$ cat src/rtl/seg_pkg.sv
// seg_pkg: shared digit count, blank code and seven-segment patterns {g,f,e,d,c,b,a}
package seg_pkg;
  localparam int NUM_DIGITS = 6;
  localparam logic [3:0] BLANK_CODE = 4'hF;
  localparam logic [6:0] SEG_BLANK = 7'b0000000;
  localparam logic [6:0] SEG_0 = 7'b0111111;
  localparam logic [6:0] SEG_1 = 7'b0000110;
  localparam logic [6:0] SEG_2 = 7'b1011011;
  localparam logic [6:0] SEG_3 = 7'b1001111;
  localparam logic [6:0] SEG_4 = 7'b1100110;
  localparam logic [6:0] SEG_5 = 7'b1101101;
  localparam logic [6:0] SEG_6 = 7'b1111100;
  localparam logic [6:0] SEG_7 = 7'b0000111;
  localparam logic [6:0] SEG_8 = 7'b1111111;
  localparam logic [6:0] SEG_9 = 7'b1100111;
endpackage

$ cat src/rtl/seg7_decode.sv
// seg7_decode: BCD code to segment pattern, codes above 9 decode to blank
module seg7_decode
  import seg_pkg::*;
(
  input  logic [3:0] code_i,
  output logic [6:0] seg_o
);
  // Table lookup over the shared segment constants
  always_comb
    seg_o = code_i == 4'd0 ? SEG_0 :
            code_i == 4'd1 ? SEG_1 :
            code_i == 4'd2 ? SEG_2 :
            code_i == 4'd3 ? SEG_3 :
            code_i == 4'd4 ? SEG_4 :
            code_i == 4'd5 ? SEG_5 :
            code_i == 4'd6 ? SEG_6 :
            code_i == 4'd7 ? SEG_7 :
            code_i == 4'd8 ? SEG_8 :
            code_i == 4'd9 ? SEG_9 : SEG_BLANK;
endmodule

$ cat src/rtl/seg_scan_driver.sv
// seg_scan_driver: six-digit multiplexed display scanner with frame capture, blink and blanking
module seg_scan_driver
  import seg_pkg::*;
#(
  parameter int DWELL      = 1,
  parameter int BLINK_HALF = 250,
  parameter bit LZ_BLANK   = 1'b0
) (
  input  logic       clk_1khz,
  input  logic       switch_clr,
  input  logic [3:0] digit_0,
  input  logic [3:0] digit_1,
  input  logic [3:0] digit_2,
  input  logic [3:0] digit_3,
  input  logic [3:0] digit_4,
  input  logic [3:0] digit_5,
  input  logic [5:0] blink_mask,
  output logic [6:0] seg,
  output logic [5:0] dig_sel,
  output logic       frame_start
);
  localparam int DW = DWELL > 1 ? $clog2(DWELL) : 1;
  localparam int BW = BLINK_HALF > 1 ? $clog2(BLINK_HALF) : 1;
  logic [2:0] idx_q;
  logic [DW-1:0] dwell_q;
  logic [BW-1:0] blink_q;
  logic blink_on_q;
  logic [NUM_DIGITS-1:0][3:0] shd_q;
  logic [NUM_DIGITS-1:0] msk_q;
  logic [6:0] seg_q;
  logic [5:0] dig_sel_q;
  logic frame_q;
  logic [NUM_DIGITS-1:0][3:0] dig_in;
  logic cap, dwell_wrap, blink_wrap, mask_bit, blank;
  logic [3:0] val;
  logic [6:0] seg_dec, seg_d;
  assign dig_in = {digit_5, digit_4, digit_3, digit_2, digit_1, digit_0};
  // Pick the current slot's code, bypassing the shadow on the capture cycle so slot 0 is never stale
  always_comb begin
    cap        = idx_q == 3'd0 && dwell_q == '0;
    dwell_wrap = dwell_q == DW'(DWELL - 1);
    blink_wrap = blink_q == BW'(BLINK_HALF - 1);
    val        = cap ? digit_0 : shd_q[idx_q];
    mask_bit   = cap ? blink_mask[0] : msk_q[idx_q];
    blank      = (mask_bit && !blink_on_q) || (LZ_BLANK && idx_q == 3'd5 && val == 4'd0);
    seg_d      = blank ? SEG_BLANK : seg_dec;
  end
  seg7_decode u_dec (
    .code_i (val),
    .seg_o  (seg_dec)
  );
  // Scan counters, blink divider, frame-aligned shadow capture and registered outputs
  always_ff @(posedge clk_1khz)
    if (!switch_clr) begin
      idx_q      <= '0;
      dwell_q    <= '0;
      blink_q    <= '0;
      blink_on_q <= 1'b1;
      shd_q      <= {NUM_DIGITS{BLANK_CODE}};
      msk_q      <= '0;
      seg_q      <= SEG_BLANK;
      dig_sel_q  <= '0;
      frame_q    <= 1'b0;
    end else begin
      dwell_q <= dwell_wrap ? '0 : dwell_q + 1'b1;
      if (dwell_wrap) idx_q <= idx_q == 3'd5 ? 3'd0 : idx_q + 3'd1;
      blink_q <= blink_wrap ? '0 : blink_q + 1'b1;
      if (blink_wrap) blink_on_q <= !blink_on_q;
      if (cap) begin
        shd_q <= dig_in;
        msk_q <= blink_mask;
      end
      seg_q     <= seg_d;
      dig_sel_q <= 6'b000001 << idx_q;
      frame_q   <= cap;
    end
  assign seg = seg_q;
  assign dig_sel = dig_sel_q;
  assign frame_start = frame_q;
endmodule

$ cat config.mk
export PLATFORM = sky130hd
export DESIGN_NAME = seg_scan_driver
export DESIGN_NICKNAME = d
export VERILOG_FILES = /design/src/rtl/seg_pkg.sv /design/src/rtl/seg7_decode.sv /design/src/rtl/seg_scan_driver.sv
export SDC_FILE = /design/constraint.sdc
export NUM_CORES = 1
export LEC_CHECK = 0
export ABC_CLOCK_PERIOD_IN_PS = 2900
export CORE_MARGIN = 3
export CORE_UTILIZATION = 38
export CTS_BUF_LIST = sky130_fd_sc_hd__clkbuf_2 sky130_fd_sc_hd__clkbuf_4 sky130_fd_sc_hd__clkbuf_8
export CTS_CLUSTER_SIZE = 25
export DETAILED_ROUTE_END_ITERATION = 10
export PLACE_DENSITY_LB_ADDON = 0.05
export SLEW_MARGIN = 20
export SYNTH_ARGS = -nofsm -noshare
export SYNTH_HDL_FRONTEND = slang
export SYNTH_HIERARCHICAL = 1
export SYNTH_SLANG_ARGS = --single-unit
$ cat constraint.sdc
create_clock -name clk_1khz -period 2.9 [get_ports clk_1khz]
set_clock_uncertainty 0.1 [all_clocks]
set_input_delay 0.87 -clock clk_1khz [delete_from_list [all_inputs] [get_ports clk_1khz]]
set_output_delay 0.87 -clock clk_1khz [all_outputs]
set_load 0.01 [all_outputs]
==> insert_results.sql, run 1 <==
INSERT INTO impl_metrics (metric_group, metric, value, unit) VALUES
('cts', 'numCtsBuffers', '9', ''),
('synth', 'synth-xor-area-share', '0.0102', ''),
('sta', 'finalWorstPathRequiredPeriod', '2.62', 'ns'),
('cts', 'cts_tree', 'yes', ''),
('sta', 'rsz0062_at_grt', 'false', ''),
('floorplanning', 'dieWidth', '88.2', 'µm'),
('synth', 'synthesis.area', '2570', 'µm²'),
('worst_setup_path', 'worstSetupStartpointType', 'primary input', ''),
('synth', 'synth_simple_gate_area_frac', '0.268', ''),
('route', 'avgRoutedWirePerCell', '13.8', 'µm'),
('cts', 'cts_htree_levels', '3', ''),
('synth', 'syn-num-nets', '336', ''),
('worst_setup_path', 'timing.setup.critical_path_class', 'primary input to flop', ''),
('worst_setup_path', 'worst_path_dominant_cell_family', 'buffers and inverters', ''),
('synth', 'count_of_different_cell_masters_after_synthesis', '51', ''),
('floorplanning', 'top_level_ports', '46', ''),
('worst_hold_path', 'timing.hold.worst_path_depth', '2', ''),
('sta', 'fmax', '0.381', 'GHz'),
('floorplanning', 'core_area', '6460', 'µm²'),
('route', 'drt_wl_total', '5970', 'µm'),
('finish', 'syn2layout_area_growth', '27.6', '%'),
('worst_setup_path', 'rr_worst_depth', '8', ''),
('sta', 'totalNegativeSetupSlack', '0', 'ns'),
('worst_hold_path', 'timing.hold.worst.start', 'msk_q[3]$_SDFFE_PN0P_', ''),
('grt', 'grt_start_max_net_pins', '44', ''),
('worst_setup_path', 'cp-end-kind', 'flop', ''),
('outcome', 'result_of_the_run', 'completed', ''),
('placed_design', 'dp_slack', '-0.0503', 'ns'),
('sta', 'slew_viol_final', '0', ''),
('floorplanning', 'die_area', '7790', 'µm²'),
('flow_run', 'timing.max_cap.violations', '0', ''),
('finish', 'n_fill_cell', '620', ''),
('synth', 'ys_dominant_reg_cell', 'dfxtp_1', ''),
('sta', 'hold_violations', '0', ''),
('placed_design', 'gp_routability_congestion', '0.854', ''),
('placed_design', 'buffer_ports.inserted', '45', ''),
('sta', 'slew-limit-headroom', '0.487', ''),
('worst_hold_path', 'hold_class', 'flop to flop', ''),
('finish', 'layout-drive-gt1-share', '0.132', ''),
('worst_setup_path', 'critical-path-slowest-cell', 'or4b_1', ''),
('worst_setup_path', 'timing.critical_path.slowest_cell_delay', '0.46', 'ns'),
('floorplanning', 'die_h', '88.2', 'µm'),
('sta', 'post-route-worst-setup-slack', '0.276', 'ns'),
('worst_setup_path', 'worstReg2RegEnd', 'seg[0]$_SDFF_PP0_', ''),
('grt', 'grt_usage', '0.167', ''),
('synth', 'post_synth.cell_area_avg', '8.51', 'µm²'),
('synth', 'dominant_combinational_cell_family_by_area_after_synthesis', 'simple AND/OR/NAND/NOR gates', ''),
('power', 'leakage', '1.30', 'nW'),
('synth', 'ys_warn_count', '6', ''),
('synth', 'synthesis.instances', '302', ''),
('cts', 'clkSlewWorstSetupHoldPaths', '0.06', 'ns'),
('grt', 'gr-total-overflow', '0', ''),
('worst_setup_path', 'crit_required', '2.99', 'ns'),
('placed_design', 'dp.final_hpwl', '4080', 'µm'),
('finish', 'layout.nets', '387', ''),
('cts', 'cts.sinks', '57', ''),
('worst_setup_path', 'worstPathArrival', '2.71', 'ns'),
('sta', 'worst-slew-pin-transition', '0.768', 'ns'),
('floorplanning', 'initial_core_util', '0.398', ''),
('worst_setup_path', 'crit_chain', 'clkdlybuf4s50_1 -> a22oi_1 -> o21ai_1 -> buf_4 -> or4b_1 -> and3_1 -> o311ai_0 -> o22ai_1', ''),
('worst_setup_path', 'cp_num_buf_inv', '2', ''),
('power', 'pwr_density_cell', '603', 'nW/µm²'),
('power', 'vdd_ir_drop_max', '0.328', 'mV'),
('worst_setup_path', 'rrSetupSlack', '0.30', 'ns'),
('synth', 'asyncSetResetFlopFracSynth', '0', ''),
('floorplanning', 'rows', '29', ''),
('grt', 'grt_pass1_wl', '9950', 'µm'),
('route', 'dr_vias', '2236', ''),
('route', 'drc', '0', ''),
('route', 'drt_pass1_iterations', '4', ''),
('cts', 'clockBufferDepth', '2', '');
-- Yosys cell counts (4+ instances only) --
| cell type | count | area (µm²) |
|---|---|---|
| dfxtp_1 | 57 | 1140 |
| buf_2 | 5 | 25.0 |
| o21ai_0 | 4 | 20.0 |
| o21ai_1 | 4 | 20.0 |
| nor3_1 | 7 | 35.0 |
| nor2_1 | 15 | 56.3 |
| o311ai_0 | 7 | 61.3 |
| nand3_1 | 32 | 160 |
| a21oi_1 | 8 | 40.0 |
| nand2_1 | 72 | 270 |
| mux2i_1 | 5 | 50.1 |
| clkbuf_1 | 10 | 37.5 |
| mux4_2 | 4 | 90.1 |
| inv_1 | 7 | 26.3 |
| nor2b_1 | 5 | 31.3 |
| o22ai_1 | 9 | 56.3 |
| buf_6 | 5 | 56.3 |
-- per-layer routing --
layer  global-route usage  share of wire  routed length [µm]  vias up
li1                     -              -                   -     1151
met1                0.215           0.47                2830     1026
met2                0.258           0.46                2770       49
met3               0.0372          0.044                 261       10
met4               0.0920          0.019                 112        0
met5                    0              0                   0        -
-- worst min-delay path: cells and delay by family, from the launching register on --
kind             cells  cell delay [ns]
AND/OR/NAND/NOR      1             0.05
flip-flops           1             0.31
AO/OA/AOI/OAI        1             0.05
-- registers in the layout (all words and copies together), names as in the netlist --
register and flops:
msk_q 6, dwell_q 1, dig_sel 6, blink_q 8, idx_q 3, frame_start 1
blink_on_q 1, seg 7, shd_q 24
-- placed cells by master (no fill, tap or decap), types with 5 or more instances in the layout --
| master | count |
|---|---|
| clkbuf_8 | 10 |
| o311ai_0 | 7 |
| o22ai_1 | 9 |
| inv_1 | 7 |
| nor3_1 | 7 |
| nor2b_1 | 5 |
| dfxtp_1 | 56 |
| mux2i_1 | 5 |
| a21oi_1 | 8 |
| clkdlybuf4s50_1 | 45 |
| nor2_1 | 15 |
| nand3_1 | 32 |
| nand2_1 | 72 |
| buf_4 | 18 |
-- kinds of logic after synthesis --
| group | count (synthesis) |
|---|---|
| simple gates | 149 |
| flops | 57 |
| compound gates | 48 |
| buf+inv | 30 |
| mux | 12 |
| xor+xnor | 3 |
| fa+ha+maj | 2 |
| other cells | 1 |
-- per-stage QoR --
| stage | instance area [µm²] | hold WS [ns] | power (mW) | std cells | util |
|---|---|---|---|---|---|
| floorplan | 2570 | 0.333 | 1.19 | 302 | - |
| global placement | 3110 | 0.345 | 1.36 | 419 | 0.482 |
| detailed placement | 3110 | 0.348 | 1.37 | 419 | 0.482 |
| CTS | 3280 | 0.357 | 2.00 | 434 | 0.507 |
| global route | 3280 | 0.380 | 2.09 | 434 | 0.508 |
| finish | 3280 | 0.354 | 1.98 | 434 | 0.508 |
-- repair_timing --
item	in CTS	in global routing
endpoints found under the hold margin	0	0
resized for setup	0	1
buffers inserted	0	0
hold buffers	0	0
setup endpoints to repair	0	4
-- where the power goes --
part | internal, mW | switching, mW
clock network | 0.331 | 0.299
registers | 0.859 | 0.0405
logic | 0.233 | 0.215
-- final cells by class --
cell class / count / area [µm²] / area share
Multi-Input combinational cell: 215 / 1260 / 0.385
Timing Repair Buffer: 63 / 586 / 0.179
Tap cell: 77 / 96.3 / 0.0294
Inverter: 7 / 26.3 / 0.00802
Sequential cell: 57 / 1140 / 0.348
Clock inverter: 4 / 20.0 / 0.00611
Clock buffer: 11 / 145 / 0.0443
-- worst max-delay path by stage --
stage / from / to / slack [ns] / cells past startpoint
finish: digit_0[2] / seg[0]$_SDFF_PP0_ / 0.28 / 8
global route: idx_q[0]$_SDFFE_PN0N_ / seg[5]$_SDFF_PP0_ / 0.13 / 9
CTS: idx_q[0]$_SDFFE_PN0N_ / seg[0]$_SDFF_PP0_ / 0.13 / 9
detailed placement: digit_0[2] / seg[0]$_SDFF_PP0_ / -0.05 / 8
global placement: digit_0[2] / seg[0]$_SDFF_PP0_ / -0.007 / 8
floorplan: digit_0[3] / seg[3]$_SDFF_PP0_ / 0.45 / 8
No activity file was read; power rests on OpenSTA's default activity.
==> run 2: changes to the inputs <==
--- a/config.mk
+++ b/config.mk
@@ -11,7 +11,7 @@
 export CTS_BUF_LIST = sky130_fd_sc_hd__clkbuf_2 sky130_fd_sc_hd__clkbuf_4 sky130_fd_sc_hd__clkbuf_8
 export CTS_CLUSTER_SIZE = 25
 export DETAILED_ROUTE_END_ITERATION = 10
-export PLACE_DENSITY_LB_ADDON = 0.05
+export PLACE_DENSITY = 0.59
 export SLEW_MARGIN = 20
 export SYNTH_ARGS = -nofsm -noshare
 export SYNTH_HDL_FRONTEND = slang
==> run 2 against run 1 <==
Net effect:
- routed wire length increased by 0.13%
- total power up 13%
- maximum frequency shrank 2.6%
- sequential share of layout area fell by 0.60 points
- die area is the same
- hold slack better by 0.0047 ns
- via count is 0.81% higher
- largest power group is now clock
- highest routed layer unchanged
==> insert_results.sql, run 2 (synthesized netlist as in run 1, its figures left out) <==
INSERT INTO impl_metrics (metric_group, metric, value, unit) VALUES
('power', 'pwr_density_cell', '673', 'nW/µm²'),
('sta', 'fmax', '0.371', 'GHz'),
('worst_setup_path', 'critical-path-slowest-cell', 'or4b_1', ''),
('power', 'share_clk_of_total_power', '0.404', ''),
('placed_design', 'dp.final_hpwl', '4090', 'µm'),
('route', 'routed_via_density', '5.22', ''),
('placed_design', 'buffer_ports.inserted', '45', ''),
('floorplanning', 'core_area', '6460', 'µm²'),
('sta', 'slew_viol_final', '0', ''),
('route', 'drt_pass1_iterations', '4', ''),
('route', 'postRouteAntennaNets', '0', ''),
('floorplanning', 'die_area', '7790', 'µm²'),
('floorplanning', 'rows', '29', ''),
('worst_setup_path', 'reg2reg_from', 'idx_q[0]$_SDFFE_PN0N_', ''),
('grt', 'grt_usage', '0.163', ''),
('cts', 'clk_root_buffer_cell', 'clkbuf_8', ''),
('worst_setup_path', 'worstSetupStartpointType', 'flop', ''),
('worst_setup_path', 'rrSetupSlack', '0.21', 'ns'),
('worst_setup_path', 'worstReg2RegEnd', 'seg[0]$_SDFF_PP0_', ''),
('worst_setup_path', 'timing.setup.critical_path_class', 'flop to flop', ''),
('worst_setup_path', 'worst_path_dominant_cell_family', 'simple AND/OR/NAND/NOR gates', ''),
('power', 'switching_component_of_the_power', '571', 'µW'),
('power', 'vdd_ir_drop_max', '0.264', 'mV'),
('worst_setup_path', 'worstPathArrival', '2.78', 'ns'),
('finish', 'combined_area_of_the_multi_input_logic_cells', '1260', 'µm²'),
('worst_setup_path', 'crit_chain', 'buf_4 -> mux4_2 -> nand3_1 -> o21ai_1 -> or4b_1 -> and3_1 -> o311ai_0 -> o22ai_1', ''),
('cts', 'clockBufferDepth', '2', ''),
('sta', 'final-setup-viol-count', '0', ''),
('grt', 'grt_pass1_wl', '9750', 'µm'),
('cts', 'worst_skew_pair_later_pin_latency', '0.33', 'ns'),
('floorplanning', 'top_level_ports', '46', ''),
('finish', 'ff_latch_area', '1140', 'µm²'),
('outcome', 'result_of_the_run', 'completed', ''),
('sta', 'worst-slew-pin-transition', '0.699', 'ns'),
('power', 'internal-power', '1.67', 'mW'),
('finish', 'mostFrequentLayoutCells', 'nand2_1, dfxtp_1, clkdlybuf4s50_1', ''),
('cts', 'cts.sinks', '57', ''),
('worst_setup_path', 'timing.critical_path.slowest_cell_delay', '0.54', 'ns'),
('worst_hold_path', 'hold_class', 'flop to flop', ''),
('worst_setup_path', 'cp_num_buf_inv', '1', ''),
('finish', 'fin_area', '3330', 'µm²'),
('sta', 'hold_violations', '0', ''),
('worst_hold_path', 'timing.hold.worst.start', 'msk_q[3]$_SDFFE_PN0P_', ''),
('cts', 'cts_tree', 'yes', ''),
('route', 'drt_iter0_markers', '99', ''),
('placed_design', 'dp_slack', '0.0142', 'ns'),
('sta', 'totalNegativeSetupSlack', '0', 'ns'),
('finish', 'stdcell_count', '432', ''),
('power', 'totalPowerFinal', '2.24', 'mW'),
('floorplanning', 'dieWidth', '88.2', 'µm'),
('worst_setup_path', 'timing.critical_path.from', 'idx_q[0]$_SDFFE_PN0N_', ''),
('sta', 'finalWorstPathRequiredPeriod', '2.69', 'ns'),
('grt', 'first_global_vias', '2049', ''),
('finish', 'n_fill_cell', '634', ''),
('route', 'avgRoutedWirePerCell', '13.8', 'µm'),
('finish', 'syn2layout_area_growth', '29.6', '%'),
('power', 'swShare', '0.255', ''),
('worst_hold_path', 'min_to', 'msk_q[3]$_SDFFE_PN0P_', ''),
('cts', 'ctsHoldBuffers', '0', ''),
('flow_run', 'timing.max_cap.violations', '0', ''),
('finish', 'n_antenna_cell', '0', ''),
('finish', 'largest_reg_flops', '24', ''),
('cts', 'clkSlewWorstSetupHoldPaths', '0.07', 'ns'),
('worst_hold_path', 'timing.hold.worst_path_depth', '2', ''),
('worst_setup_path', 'rr_worst_depth', '8', ''),
('cts', 'cts.repair_timing.setup_buffer_count', '0', ''),
('power', 'power_frac_seq', '0.399', ''),
('worst_setup_path', 'worstPathMaxFanout', '7', ''),
('sta', 'slew-limit-headroom', '0.533', ''),
('worst_setup_path', 'crit_required', '2.99', 'ns'),
('finish', 'final_common_cell', 'nand2_1', ''),
('floorplanning', 'die_h', '88.2', 'µm'),
('route', 'drt_wl_total', '5980', 'µm'),
('route', 'dr_vias', '2254', ''),
('worst_setup_path', 'cp-end-kind', 'flop', ''),
('cts', 'cts_htree_levels', '3', ''),
('sta', 'post-route-period-util', '0.928', ''),
('sta', 'post-route-worst-setup-slack', '0.207', 'ns'),
('finish', 'top_reg_by_flops', 'shd_q', ''),
('finish', 'layout-drive-gt1-share', '0.124', ''),
('grt', 'grt_start_max_net_pins', '44', ''),
('placed_design', 'gp_routability_congestion', '0.847', ''),
('grt', 'number_of_antenna_violations_at_the_first_check_in_global_routing', '0', ''),
('cts', 'numCtsBuffers', '9', ''),
('sta', 'rsz0062_at_grt', 'false', ''),
('placed_design', 'place_area', '3090', 'µm²'),
('cts', 'cts_resized', '0', ''),
('power', 'leakage', '1.32', 'nW'),
('placed_design', 'numPlacedInstances', '416', ''),
('floorplanning', 'initial_core_util', '0.398', ''),
('power', 'power.combinational.fraction', '0.197', ''),
('finish', 'layout.nets', '384', ''),
('grt', 'gr-total-overflow', '0', ''),
('route', 'drc', '0', '');
run 2: layout make-up:
class / count / share of cell area
Multi-Input combinational cell: 215 / 0.379
Sequential cell: 57 / 0.342
Timing Repair Buffer: 60 / 0.169
Clock buffer: 10 / 0.0413
Clock inverter: 6 / 0.0315
Tap cell: 77 / 0.0289
Inverter: 7 / 0.00789
run 2: power groups by stage:
stage	Combinational (mW)	Clock (mW)	Sequential [mW]
floorplan	0.273	0	0.916
global placement	0.432	0	0.912
detailed placement	0.441	0	0.913
CTS	0.442	0.921	0.897
global route	0.488	0.957	0.903
finish	0.441	0.906	0.896
run 2: per-stage QoR:
step | utilization | hold slack, ns
finish | 0.516 | 0.359
global route | 0.516 | 0.378
CTS | 0.516 | 0.367
detailed placement | 0.478 | 0.353
global placement | 0.478 | 0.342
floorplan | - | 0.333
run 2: how the worst max path moves through the flow:
stage,depth (start not counted),end,slack (ns)
detailed placement,7,seg[0]$_SDFF_PP0_,0.01
CTS,8,seg[0]$_SDFF_PP0_,0.19
global route,8,seg[0]$_SDFF_PP0_,0.07
floorplan,8,seg[3]$_SDFF_PP0_,0.45
finish,8,seg[0]$_SDFF_PP0_,0.21
global placement,9,seg[0]$_SDFF_PP0_,0.05
run 2: routing by layer:
metal | global-route usage | share of wire
met1 | 0.212 | 0.45
met2 | 0.258 | 0.47
met3 | 0.0400 | 0.071
met4 | 0.0728 | 0.011
met5 | 0 | 0
run 2: tightest hold or removal path: stages (launching register included):
cell and delay (ns):
dfxtp_1 0.31, nand2_1 0.05, a21oi_1 0.05
==> run 3: changes to the inputs <==
--- a/config.mk
+++ b/config.mk
@@ -5,6 +5,7 @@
 export SDC_FILE = /design/constraint.sdc
 export NUM_CORES = 1
 export LEC_CHECK = 0
+export ABC_AREA = 1
 export ABC_CLOCK_PERIOD_IN_PS = 2900
 export CORE_MARGIN = 3
 export CORE_UTILIZATION = 38
==> run 3 against run 2 <==
Net effect:
- via count is 3.1% lower
- maximum frequency is 19% higher
- first-iteration DRC count down 22%
- sequential power shrank 1%
- routed wire length fell by 12%
- largest cell class is now registers
- synthesized area is 5.3% lower
- final area shrank 7.2%
==> insert_results.sql, run 3 <==
INSERT INTO impl_metrics (metric_group, metric, value, unit) VALUES
('outcome', 'result_of_the_run', 'completed', ''),
('grt', 'grt_start_max_net_pins', '39', ''),
('synth', 'synth_fa_ha_area_frac', '0.0103', ''),
('synth', 'multiplexer_fraction_of_the_synthesized_cell_area', '0', ''),
('cts', 'clockBufferDepth', '2', ''),
('floorplanning', 'die_area', '7400', 'µm²'),
('placed_design', 'buffer_ports.inserted', '45', ''),
('synth', 'synthesis.instances', '339', ''),
('synth', 'synth-compound-area-share', '0.0606', ''),
('floorplanning', 'initial_core_util', '0.402', ''),
('cts', 'worst_skew_pair_later_pin_latency', '0.33', 'ns'),
('floorplanning', 'core_area', '6060', 'µm²'),
('grt', 'number_of_antenna_violations_at_the_first_check_in_global_routing', '0', ''),
('synth', 'asyncSetResetFlopFracSynth', '0', ''),
('sta', 'slew-limit-headroom', '0.648', ''),
('finish', 'syn2layout_area_growth', '27.0', '%'),
('cts', 'ctsHoldBuffers', '0', ''),
('power', 'pwr_density_cell', '620', 'nW/µm²'),
('cts', 'cts.sinks', '57', ''),
('synth', 'synthTopCellsByCount', 'nand2_1, dfxtp_1, nand3_1, nor2_1, inv_1', ''),
('finish', 'postLayoutCoreUtil', '0.510', ''),
('cts', 'clk_root_buffer_cell', 'clkbuf_8', ''),
('worst_hold_path', 'hold_class', 'flop to flop', ''),
('worst_setup_path', 'crit_required', '3.07', 'ns'),
('worst_setup_path', 'worstSetupStartpointType', 'flop', ''),
('cts', 'cts.repair_timing.setup_buffer_count', '0', ''),
('synth', 'yosysMostFrequentCell', 'nand2_1', ''),
('floorplanning', 'die_h', '86.0', 'µm'),
('worst_setup_path', 'worstPathMaxFanout', '9', ''),
('placed_design', 'dp.final_hpwl', '3640', 'µm'),
('worst_setup_path', 'timing.critical_path.from', 'idx_q[0]$_SDFFE_PN0N_', ''),
('route', 'dr_vias', '2184', ''),
('worst_setup_path', 'timing.setup.critical_path_class', 'flop to flop', ''),
('sta', 'totalNegativeSetupSlack', '0', 'ns'),
('synth', 'synth_simple_gate_area_frac', '0.369', ''),
('sta', 'finalWorstPathRequiredPeriod', '2.27', 'ns'),
('finish', 'ff_latch_area', '1140', 'µm²'),
('finish', 'top_reg_by_flops', 'shd_q', ''),
('floorplanning', 'top_level_ports', '46', ''),
('route', 'drt_wl_total', '5270', 'µm'),
('synth', 'postSynthRegisterBits', '57', ''),
('finish', 'combined_area_of_the_multi_input_logic_cells', '1090', 'µm²'),
('finish', 'layout.nets', '420', ''),
('sta', 'post-route-period-util', '0.781', ''),
('worst_setup_path', 'rrSetupSlack', '0.63', 'ns'),
('synth', 'synth_edf_count', '0', ''),
('cts', 'cts_resized', '0', ''),
('synth', 'dominant_combinational_cell_family_by_area_after_synthesis', 'simple AND/OR/NAND/NOR gates', ''),
('synth', 'post_synth.cell_area_avg', '7.18', 'µm²'),
('grt', 'grt_usage', '0.158', ''),
('synth', 'synth_top_cells_by_area', 'dfxtp_1, nand2_1, nand3_1', ''),
('synth', 'yosysSeqAreaShare', '0.469', ''),
('grt', 'gr-total-overflow', '0', ''),
('synth', 'synth-xor-area-share', '0.00719', ''),
('synth', 'syn-num-nets', '373', ''),
('worst_setup_path', 'rr_worst_depth', '14', ''),
('floorplanning', 'rows', '28', ''),
('flow_run', 'timing.max_cap.violations', '0', ''),
('route', 'drt_iter0_markers', '77', ''),
('cts', 'cts_tree', 'yes', ''),
('finish', 'mostFrequentLayoutCells', 'nand2_1, dfxtp_1, clkdlybuf4s50_1', ''),
('cts', 'cts_htree_levels', '3', ''),
('route', 'drc', '0', ''),
('synth', 'ys_warn_count', '6', ''),
('route', 'routed_via_density', '4.69', ''),
('finish', 'n_fill_cell', '629', ''),
('finish', 'fin_area', '3090', 'µm²'),
('worst_setup_path', 'worstPathArrival', '2.43', 'ns'),
('route', 'drt_pass1_iterations', '5', ''),
('placed_design', 'gp_routability_congestion', '0.840', ''),
('sta', 'fmax', '0.441', 'GHz'),
('power', 'vdd_ir_drop_max', '0.406', 'mV'),
('sta', 'slew_viol_final', '0', ''),
('finish', 'final_common_cell', 'nand2_1', ''),
('worst_setup_path', 'worstReg2RegEnd', 'seg[3]$_SDFF_PP0_', ''),
('sta', 'rsz0062_at_grt', 'false', ''),
('sta', 'worst-slew-pin-transition', '0.528', 'ns'),
('cts', 'clkSlewWorstSetupHoldPaths', '0.06', 'ns'),
('synth', 'yosys_top_cell_area_share', '0.469', ''),
('synth', 'synth_top_area_cell', 'dfxtp_1', ''),
('sta', 'final-setup-viol-count', '0', ''),
('finish', 'n_antenna_cell', '0', ''),
('grt', 'grt_pass1_wl', '9180', 'µm'),
('finish', 'layout-drive-gt1-share', '0.0921', ''),
('worst_setup_path', 'reg2reg_from', 'idx_q[0]$_SDFFE_PN0N_', ''),
('cts', 'numCtsBuffers', '9', ''),
('placed_design', 'place_area', '2910', 'µm²'),
('synth', 'ys_dominant_reg_cell', 'dfxtp_1', ''),
('sta', 'hold_violations', '0', ''),
('synth', 'count_of_different_cell_masters_after_synthesis', '29', ''),
('finish', 'largest_reg_flops', '24', ''),
('worst_setup_path', 'cp-end-kind', 'flop', ''),
('route', 'avgRoutedWirePerCell', '11.3', 'µm'),
('synth', 'synthesis.area', '2430', 'µm²'),
('grt', 'first_global_vias', '2047', ''),
('worst_setup_path', 'critPathCapture', 'seg[3]$_SDFF_PP0_', ''),
('power', 'leakage', '1.41', 'nW'),
('route', 'postRouteAntennaNets', '0', ''),
('floorplanning', 'dieWidth', '86.0', 'µm');
==> run 3: cell count changes after synthesis, sizes merged, moves of 4 or more <==
cell	change
buf	-4
clkbuf	-7
inv	+18
mux2i	-5
mux4	-4
nand2	+52
nand3	+5
nor2	+25
nor2b	-5
o21ai	+5
o22ai	-8
o311ai	-7
==> run 3: metrics by stage <==
| stage | total power [mW] | hold slack (ns) | instances | setup slack [ns] |
|---|---|---|---|---|
| global route | 2.05 | 0.386 | 466 | 0.330 |
| finish | 1.92 | 0.349 | 466 | 0.634 |
| detailed placement | 1.27 | 0.340 | 450 | 0.587 |
| global placement | 1.27 | 0.339 | 450 | 0.595 |
| floorplan | 1.15 | 0.325 | 339 | 1.16 |
| CTS | 1.95 | 0.349 | 466 | 0.627 |
==> run 3: routing by layer <==
| layer | wire length (µm) | global-route usage | vias up |
|---|---|---|---|
| li1 | - | - | 1167 |
| met4 | 138 | 0.0849 | 0 |
| met3 | 317 | 0.0519 | 13 |
| met1 | 2590 | 0.204 | 953 |
| met2 | 2220 | 0.233 | 51 |
| met5 | 0 | 0 | - |
==> run 3: worst min-delay path by stage <==
| stage | slack, ns | startpoint | endpoint | cells after the start |
|---|---|---|---|---|
| finish | 0.35 | msk_q[4]$_SDFFE_PN0P_ | msk_q[4]$_SDFFE_PN0P_ | 2 |
| global route | 0.39 | blink_q[0]$_SDFF_PP0_ | blink_q[0]$_SDFF_PP0_ | 1 |
| CTS | 0.35 | msk_q[4]$_SDFFE_PN0P_ | msk_q[4]$_SDFFE_PN0P_ | 2 |
| detailed placement | 0.34 | msk_q[4]$_SDFFE_PN0P_ | msk_q[4]$_SDFFE_PN0P_ | 2 |
| global placement | 0.34 | dwell_q$_SDFF_PN0_ | idx_q[0]$_SDFFE_PN0N_ | 1 |
| floorplan | 0.32 | msk_q[4]$_SDFFE_PN0P_ | msk_q[4]$_SDFFE_PN0P_ | 2 |
==> run 3: critical path, cell delays in order (launching register included) <==
cell,delay [ns]
dfxtp_1,0.54
inv_2,0.14
nor2_4,0.20
inv_2,0.07
nor2_1,0.24
nand2_1,0.08
nand3_1,0.09
nand2_1,0.05
nand2_1,0.23
inv_2,0.11
nand3_1,0.08
nand2_1,0.08
nand3_1,0.07
inv_1,0.04
nor2_1,0.09
==> run 3: where the power goes <==
group / internal (mW) / switching, mW
combinational: 0.164 / 0.202
clock: 0.371 / 0.295
sequential: 0.851 / 0.0346
==> run 3: cell type report <==
cell class	instances	share of cell area
repair buffers	48	0.153
flip-flops and latches	57	0.369
clock inverters	3	0.00485
inverters	26	0.0360
well taps	75	0.0303
multi-input cells	244	0.353
clock buffers	13	0.0538
==> run 3: kinds of logic (layout without fill, tap and decap cells) <==
| group | count (synthesis) | after routing |
|---|---|---|
| AOI/OAI and AO/OA | 27 | 27 |
| other | 1 | 1 |
| buffers and inverters | 38 | 90 |
| adders and majority gates | 2 | 2 |
| xor gates and xnor gates | 2 | 2 |
| and+or+nand+nor | 212 | 212 |
| DFF | 57 | 57 |
